==> src/rtl/pipelined_adder_if.sv <==
// rtl/pipelined_adder_if.sv - operand/result handshake bundle for pipelined_adder
interface pipelined_adder_if #(
    parameter int WIDTH = 16
);
    logic             in_valid;
    logic             in_ready;
    logic [WIDTH-1:0] x;
    logic [WIDTH-1:0] y;
    logic             cin;
    logic             sub;
    logic             out_valid;
    logic             out_ready;
    logic [WIDTH-1:0] sum;
    logic             cout;
    logic             ovf;

    modport slave (
        input  in_valid, x, y, cin, sub, out_ready,
        output in_ready, out_valid, sum, cout, ovf
    );

    modport master (
        output in_valid, x, y, cin, sub, out_ready,
        input  in_ready, out_valid, sum, cout, ovf
    );
endinterface

==> src/rtl/pipelined_adder.sv <==
// rtl/pipelined_adder.sv - sliced ripple add/subtract with one slice per pipeline stage
module pipelined_adder #(
    parameter int WIDTH  = 16,
    parameter int STAGES = 4
) (
    input  logic              clk,
    input  logic              rst_n,
    pipelined_adder_if.slave  bus
);
    localparam int SW = (STAGES > 0) ? WIDTH / STAGES : 1;

    if ((STAGES < 1) || (STAGES > WIDTH) || ((WIDTH % SW) != 0) || (SW * STAGES != WIDTH)) begin : g_bad_param
        $fatal(1, "pipelined_adder: WIDTH must be a non-zero multiple of STAGES");
    end

    logic             w_en;
    logic             w_out_valid;
    logic [WIDTH-1:0] w_ye;
    logic             w_c0;

    // Subtraction is x + ~y + 1, so cin is overridden in subtract mode.
    assign w_ye = bus.sub ? ~bus.y : bus.y;
    assign w_c0 = bus.sub | bus.cin;

    // The whole pipeline advances together unless a held result is blocking the output.
    assign w_en         = !w_out_valid || bus.out_ready;
    assign bus.in_ready = w_en;

    // Stage k adds slice k; its register carries the finished lower slices
    // plus the still-unused upper operand slices of the same operation.
    for (genvar k = 0; k < STAGES; k++) begin : g_stage
        localparam int IW = WIDTH - k * SW;
        localparam int OW = (k + 1) * SW;

        logic [IW-1:0] w_xi;
        logic [IW-1:0] w_yi;
        logic          w_ci;
        logic          w_vi;
        logic [SW-1:0] w_slice;
        logic          w_co;
        logic [OW-1:0] w_sn;

        logic          r_v;
        logic          r_c;
        logic [OW-1:0] r_s;

        if (k == 0) begin : g_head
            assign w_xi = bus.x;
            assign w_yi = w_ye;
            assign w_ci = w_c0;
            assign w_vi = bus.in_valid;
            assign w_sn = w_slice;
        end else begin : g_body
            assign w_xi = g_stage[k-1].g_fwd.r_x;
            assign w_yi = g_stage[k-1].g_fwd.r_y;
            assign w_ci = g_stage[k-1].r_c;
            assign w_vi = g_stage[k-1].r_v;
            assign w_sn = {w_slice, g_stage[k-1].r_s};
        end

        assign {w_co, w_slice} = {1'b0, w_xi[SW-1:0]} + {1'b0, w_yi[SW-1:0]} + {{SW{1'b0}}, w_ci};

        // Capture this stage's valid, carry-out and accumulated result slices.
        always_ff @(posedge clk or negedge rst_n) begin
            if (!rst_n) begin
                r_v <= 1'b0;
                r_c <= 1'b0;
                r_s <= '0;
            end else if (w_en) begin
                r_v <= w_vi;
                r_c <= w_co;
                r_s <= w_sn;
            end
        end

        if (k < STAGES - 1) begin : g_fwd
            logic [IW-SW-1:0] r_x;
            logic [IW-SW-1:0] r_y;

            // Delay the upper operand slices so they meet their carry in the next stage.
            always_ff @(posedge clk or negedge rst_n) begin
                if (!rst_n) begin
                    r_x <= '0;
                    r_y <= '0;
                end else if (w_en) begin
                    r_x <= w_xi[IW-1:SW];
                    r_y <= w_yi[IW-1:SW];
                end
            end
        end else begin : g_last
            logic r_o;

            // Signed overflow: like-signed operands producing a result of the other sign.
            always_ff @(posedge clk or negedge rst_n) begin
                if (!rst_n) begin
                    r_o <= 1'b0;
                end else if (w_en) begin
                    r_o <= (w_xi[IW-1] == w_yi[IW-1]) && (w_slice[SW-1] != w_xi[IW-1]);
                end
            end
        end
    end

    assign w_out_valid   = g_stage[STAGES-1].r_v;
    assign bus.out_valid = w_out_valid;
    assign bus.sum       = g_stage[STAGES-1].r_s;
    assign bus.cout      = g_stage[STAGES-1].r_c;
    assign bus.ovf       = g_stage[STAGES-1].g_last.r_o;
endmodule

==> src/flat_wrapper.sv <==
// flat-port wrapper written by rule: the top's interface ports become plain ports
module pipelined_adder_flat 
#(
    parameter int WIDTH  = 16,
    parameter int STAGES = 4
)
  (clk, rst_n, bus_in_valid, bus_x, bus_y, bus_cin, bus_sub, bus_out_ready, bus_in_ready, bus_out_valid, bus_sum, bus_cout, bus_ovf);
  pipelined_adder_if #(.WIDTH(WIDTH)) bus_i ();
  input  logic clk;
  input  logic rst_n;
  input wire logic [$bits(bus_i.in_valid)-1:0] bus_in_valid;
  input wire logic [$bits(bus_i.x)-1:0] bus_x;
  input wire logic [$bits(bus_i.y)-1:0] bus_y;
  input wire logic [$bits(bus_i.cin)-1:0] bus_cin;
  input wire logic [$bits(bus_i.sub)-1:0] bus_sub;
  input wire logic [$bits(bus_i.out_ready)-1:0] bus_out_ready;
  output wire logic [$bits(bus_i.in_ready)-1:0] bus_in_ready;
  output wire logic [$bits(bus_i.out_valid)-1:0] bus_out_valid;
  output wire logic [$bits(bus_i.sum)-1:0] bus_sum;
  output wire logic [$bits(bus_i.cout)-1:0] bus_cout;
  output wire logic [$bits(bus_i.ovf)-1:0] bus_ovf;
  assign bus_i.in_valid = bus_in_valid;
  assign bus_i.x = bus_x;
  assign bus_i.y = bus_y;
  assign bus_i.cin = bus_cin;
  assign bus_i.sub = bus_sub;
  assign bus_i.out_ready = bus_out_ready;
  assign bus_in_ready = bus_i.in_ready;
  assign bus_out_valid = bus_i.out_valid;
  assign bus_sum = bus_i.sum;
  assign bus_cout = bus_i.cout;
  assign bus_ovf = bus_i.ovf;
  pipelined_adder #(.WIDTH(WIDTH), .STAGES(STAGES)) u_core (.clk(clk), .rst_n(rst_n), .bus(bus_i));
endmodule
==> config.mk <==
export PLATFORM = sky130hd
export DESIGN_NAME = pipelined_adder_flat
export DESIGN_NICKNAME = d
export VERILOG_FILES = /design/src/rtl/pipelined_adder_if.sv /design/src/rtl/pipelined_adder.sv /design/src/flat_wrapper.sv
export SDC_FILE = /design/constraint.sdc
export NUM_CORES = 1
export LEC_CHECK = 0
export ABC_AREA = 1
export ABC_CLOCK_PERIOD_IN_PS = 2500
export CORE_UTILIZATION = 54
export DETAILED_ROUTE_END_ITERATION = 8
export HOLD_SLACK_MARGIN = 0.08
export PLACE_DENSITY = 0.86
export SLEW_MARGIN = 20
export SYNTH_ARGS = -nofsm -noshare
export SYNTH_HDL_FRONTEND = slang
export SYNTH_SLANG_ARGS = --single-unit
==> constraint.sdc <==
create_clock -name clk -period 2.5 [get_ports clk]
set_clock_uncertainty 0.2 [all_clocks]
set_input_delay 0.5 -clock clk [delete_from_list [all_inputs] [get_ports clk]]
set_output_delay 0.5 -clock clk [all_outputs]
set_load 0.02 [all_outputs]
==> impl_metrics.csv <==
group,metric,value,unit
sta,setup_viol,0,
floorplanning,rows,32,
sta,tightest_slew,0.748,ns
clocking,cts_sinks,97,
floorplanning,die_x,91.6,um
power_and_ir_drop,power_leakage,2.55,nW
synthesis,synth_warnings,0,
sta,slew_headroom,0.501,
hold_path,hold_path.class,"reg2reg",
critical_path,critPathMaxFanout,2,
global_routing,grt_pass1_wl,14.4,mm
synthesis,yosysMostFrequentCell,"nand2_1",
place,portBuffers,57,
place,gp_congestion,0.878,
synthesis,synth_seq_area_share,0.560,
synthesis,synth_ff_type,"dfrtp_1",
clocking,cts_root_buf,"clkbuf_8",
route,firstDrtPassIters,5,
power_and_ir_drop,powerDensity,1210,mW/mm^2
synthesis,synth_top_area_share,0.560,
critical_path,crit_type,"in2out",
cells_and_area,areaGrowthSynthToFinish,21.1,%
clocking,h-tree-depth,3,
sta,maxSlewViolCount,0,
global_routing,grt-ovfl-total,0,
run_status,status,"completed",
cells_and_area,finalCoreUtilization,0.676,
clocking,clk_latency,0.36,ns
global_routing,first_global_vias,3193,
sta,fin_crit_sh,0.973,
route,antenna_left,0,
sta,fin_hold_ws,0.279,ns
clocking,clockBufferDepth,2,
global_routing,grt_max_degree,82,
cells_and_area,fin_nets,581,
floorplanning,die_h,91.6,um
critical_path,r2r_cells,6,
synthesis,synth_top_cells_by_count,"156 x nand2_1, 97 x dfrtp_1, 66 x o21ai_0, 47 x inv_1, 19 x nand3_1",
floorplanning,io-pin-count,58,
route,drt_wl_total,8.21,mm
clocking,clk_pin_slew,0.10,ns
synthesis,avgSynthCellArea,9.25,um^2
global_routing,grt.total_usage,0.220,
cells_and_area,drive_above_1_share,0.0530,
place,hpwl,5.47,mm
floorplanning,initial_core_util,0.558,
clocking,cts_setup_buffers,0,
synthesis,synth_edf_count,0,
cells_and_area,final_cell_area,0.00525,mm^2
synthesis,netlist_instances,469,
sta,rsz0062_at_grt,"false",
route,vias_per_cell,5.03,
place,placed_area,0.00495,mm^2
global_routing,antenna_found_initial,0,
synthesis,synth.top_cells.by_area,"dfrtp_1 56%, nand2_1 13%, o21ai_0 7.6%",
sta,period_needed,2.43,ns
route,num_vias,3170,
sta,max_freq,411,MHz
power_and_ir_drop,ir_drop,0.535,mV
critical_path,start_kind,"input pin",
synthesis,synth_nets,527,
synthesis,syn-cell-area,0.00434,mm^2
floorplanning,coreArea,0.00777,mm^2
route,wl_per_cell,13.0,um
critical_path,critical_path_arrival,1.73,ns
cells_and_area,diodes,0,
route,dr.first_iter.drc_count,197,
synthesis,async_flop_share,1.00,
place,preCtsSetupSlack,-0.175,ns
clocking,cts_tree,"done",
critical_path,cp.required,1.80,ns
synthesis,synth_top_area_cell,"dfrtp_1",
critical_path,end_kind,"primary output",
flow_run,cap_violations,0,
sta,final_hold_viol_count,0,
floorplanning,die_area,0.00840,mm^2
route,drc,0,
hold_path,whs_path_depth,2,
synthesis,ys_types,21,
sta,setup_slack,0.0684,ns
synthesis,synth-seq-cells,97,
clocking,cts_made_buffers,9,
==> per-layer routing <==
layer	part of all wire	track usage	wire length [um]	vias up
li1	-	-	-	1567
met1	0.43	0.277	3550	1514
met2	0.50	0.373	4130	73
met3	0.044	0.0456	362	16
met4	0.021	0.0886	171	0
met5	0	0	0	-
==> report_power, final <==
part	switching, mW	total (mW)	leakage, nW	internal (mW)
combinational	1.37	2.33	1.23	0.964
sequential	0.372	2.63	1.17	2.26
clock	0.545	1.41	0.140	0.868
==> worst paths after layout <==
| path | from | endpoint | slack (ns) |
|---|---|---|---|
| max | bus_out_ready | bus_in_ready | 0.07 |
| min | u_core.g_stage[2].r_s[9]$_DFFE_PN0P_ | u_core.bus.sum[9]$_DFFE_PN0P_ | 0.28 |
| max reg2reg | u_core.g_stage[2].g_fwd.r_y[0]$_DFFE_PN0P_ | u_core.bus.cout$_DFFE_PN0P_ | 0.51 |
| min reg2reg | u_core.g_stage[2].r_s[9]$_DFFE_PN0P_ | u_core.bus.sum[9]$_DFFE_PN0P_ | 0.28 |
| max in group asynchronous | rst_n | u_core.g_stage[0].g_fwd.r_y[1]$_DFFE_PN0P_ | 1.21 |
| min in group asynchronous | rst_n | u_core.g_stage[2].r_s[1]$_DFFE_PN0P_ | 0.32 |
==> placed cells by master (no fill, tap or decap), drive strengths merged <==
cell type      synthesis  layout
nand2                156     156
dfrtp                 97      97
o21ai                 66      66
clkdlybuf4s50          0      56
inv                   48      48
nand3                 19      19
xnor2                 13      13
nor2                  13      13
ha                    12      12
clkbuf                 3       9
fa                     8       8
buf                   19       8
a21oi                  7       7
bufinv                 0       5
xor2                   3       3
or2                    2       2
o22ai                  2       2
o31ai                  1       1
clkinvlp               0       1
clkinv                 0       1
dlygate4sd3            0       1
==> timing repair <==
item | in CTS | in global routing
resized for setup | 0 | 0
hold buffers | 1 | 0
hold endpoints to repair | 12 | 0
==> registers in the layout, summed over array words and instances, names as in the netlist, 3 cells and up <==
name / cells
u_core.bus.sum: 16
u_core.g_stage.g_fwd.r_x: 24
u_core.g_stage.r_v: 3
u_core.g_stage.r_c: 3
u_core.g_stage.g_fwd.r_y: 24
u_core.g_stage.r_s: 24
==> critical path: stages <==
cell	delay, ns
clkdlybuf4s50_1	0.51
nor2_4	0.07
inv_2	0.05
clkdlybuf4s50_1	0.60
==> metrics by stage <==
stage	setup TNS [ns]	power [mW]	cells
after floorplan	0	4.20	469
after global placement	-0.140	4.82	613
after detailed placement	-0.688	4.98	613
after CTS	0	6.41	630
after global routing	0	6.88	630
final	0	6.38	630
==> cell families (layout without fill, tap and decap cells) <==
| group | count (synthesis) | after routing | synth area share |
|---|---|---|---|
| and+or+nand+nor | 190 | 190 | 0.173 |
| xor gates and xnor gates | 16 | 16 | 0.0323 |
| DFF | 97 | 97 | 0.560 |
| adders and majority gates | 20 | 20 | 0.0715 |
| AOI/OAI and AO/OA | 76 | 76 | 0.0888 |
| buffers and inverters | 70 | 129 | 0.0750 |
==> cell type report <==
class,instances,area (um^2)
Fill cell,609,2510
Sequential cell,97,2430
Multi-Input combinational cell,302,1590
Timing Repair Buffer,65,643
Inverter,48,180
Clock inverter,7,166
Tap cell,102,128
Clock buffer,9,124
Power figures use the tool's default switching activity.
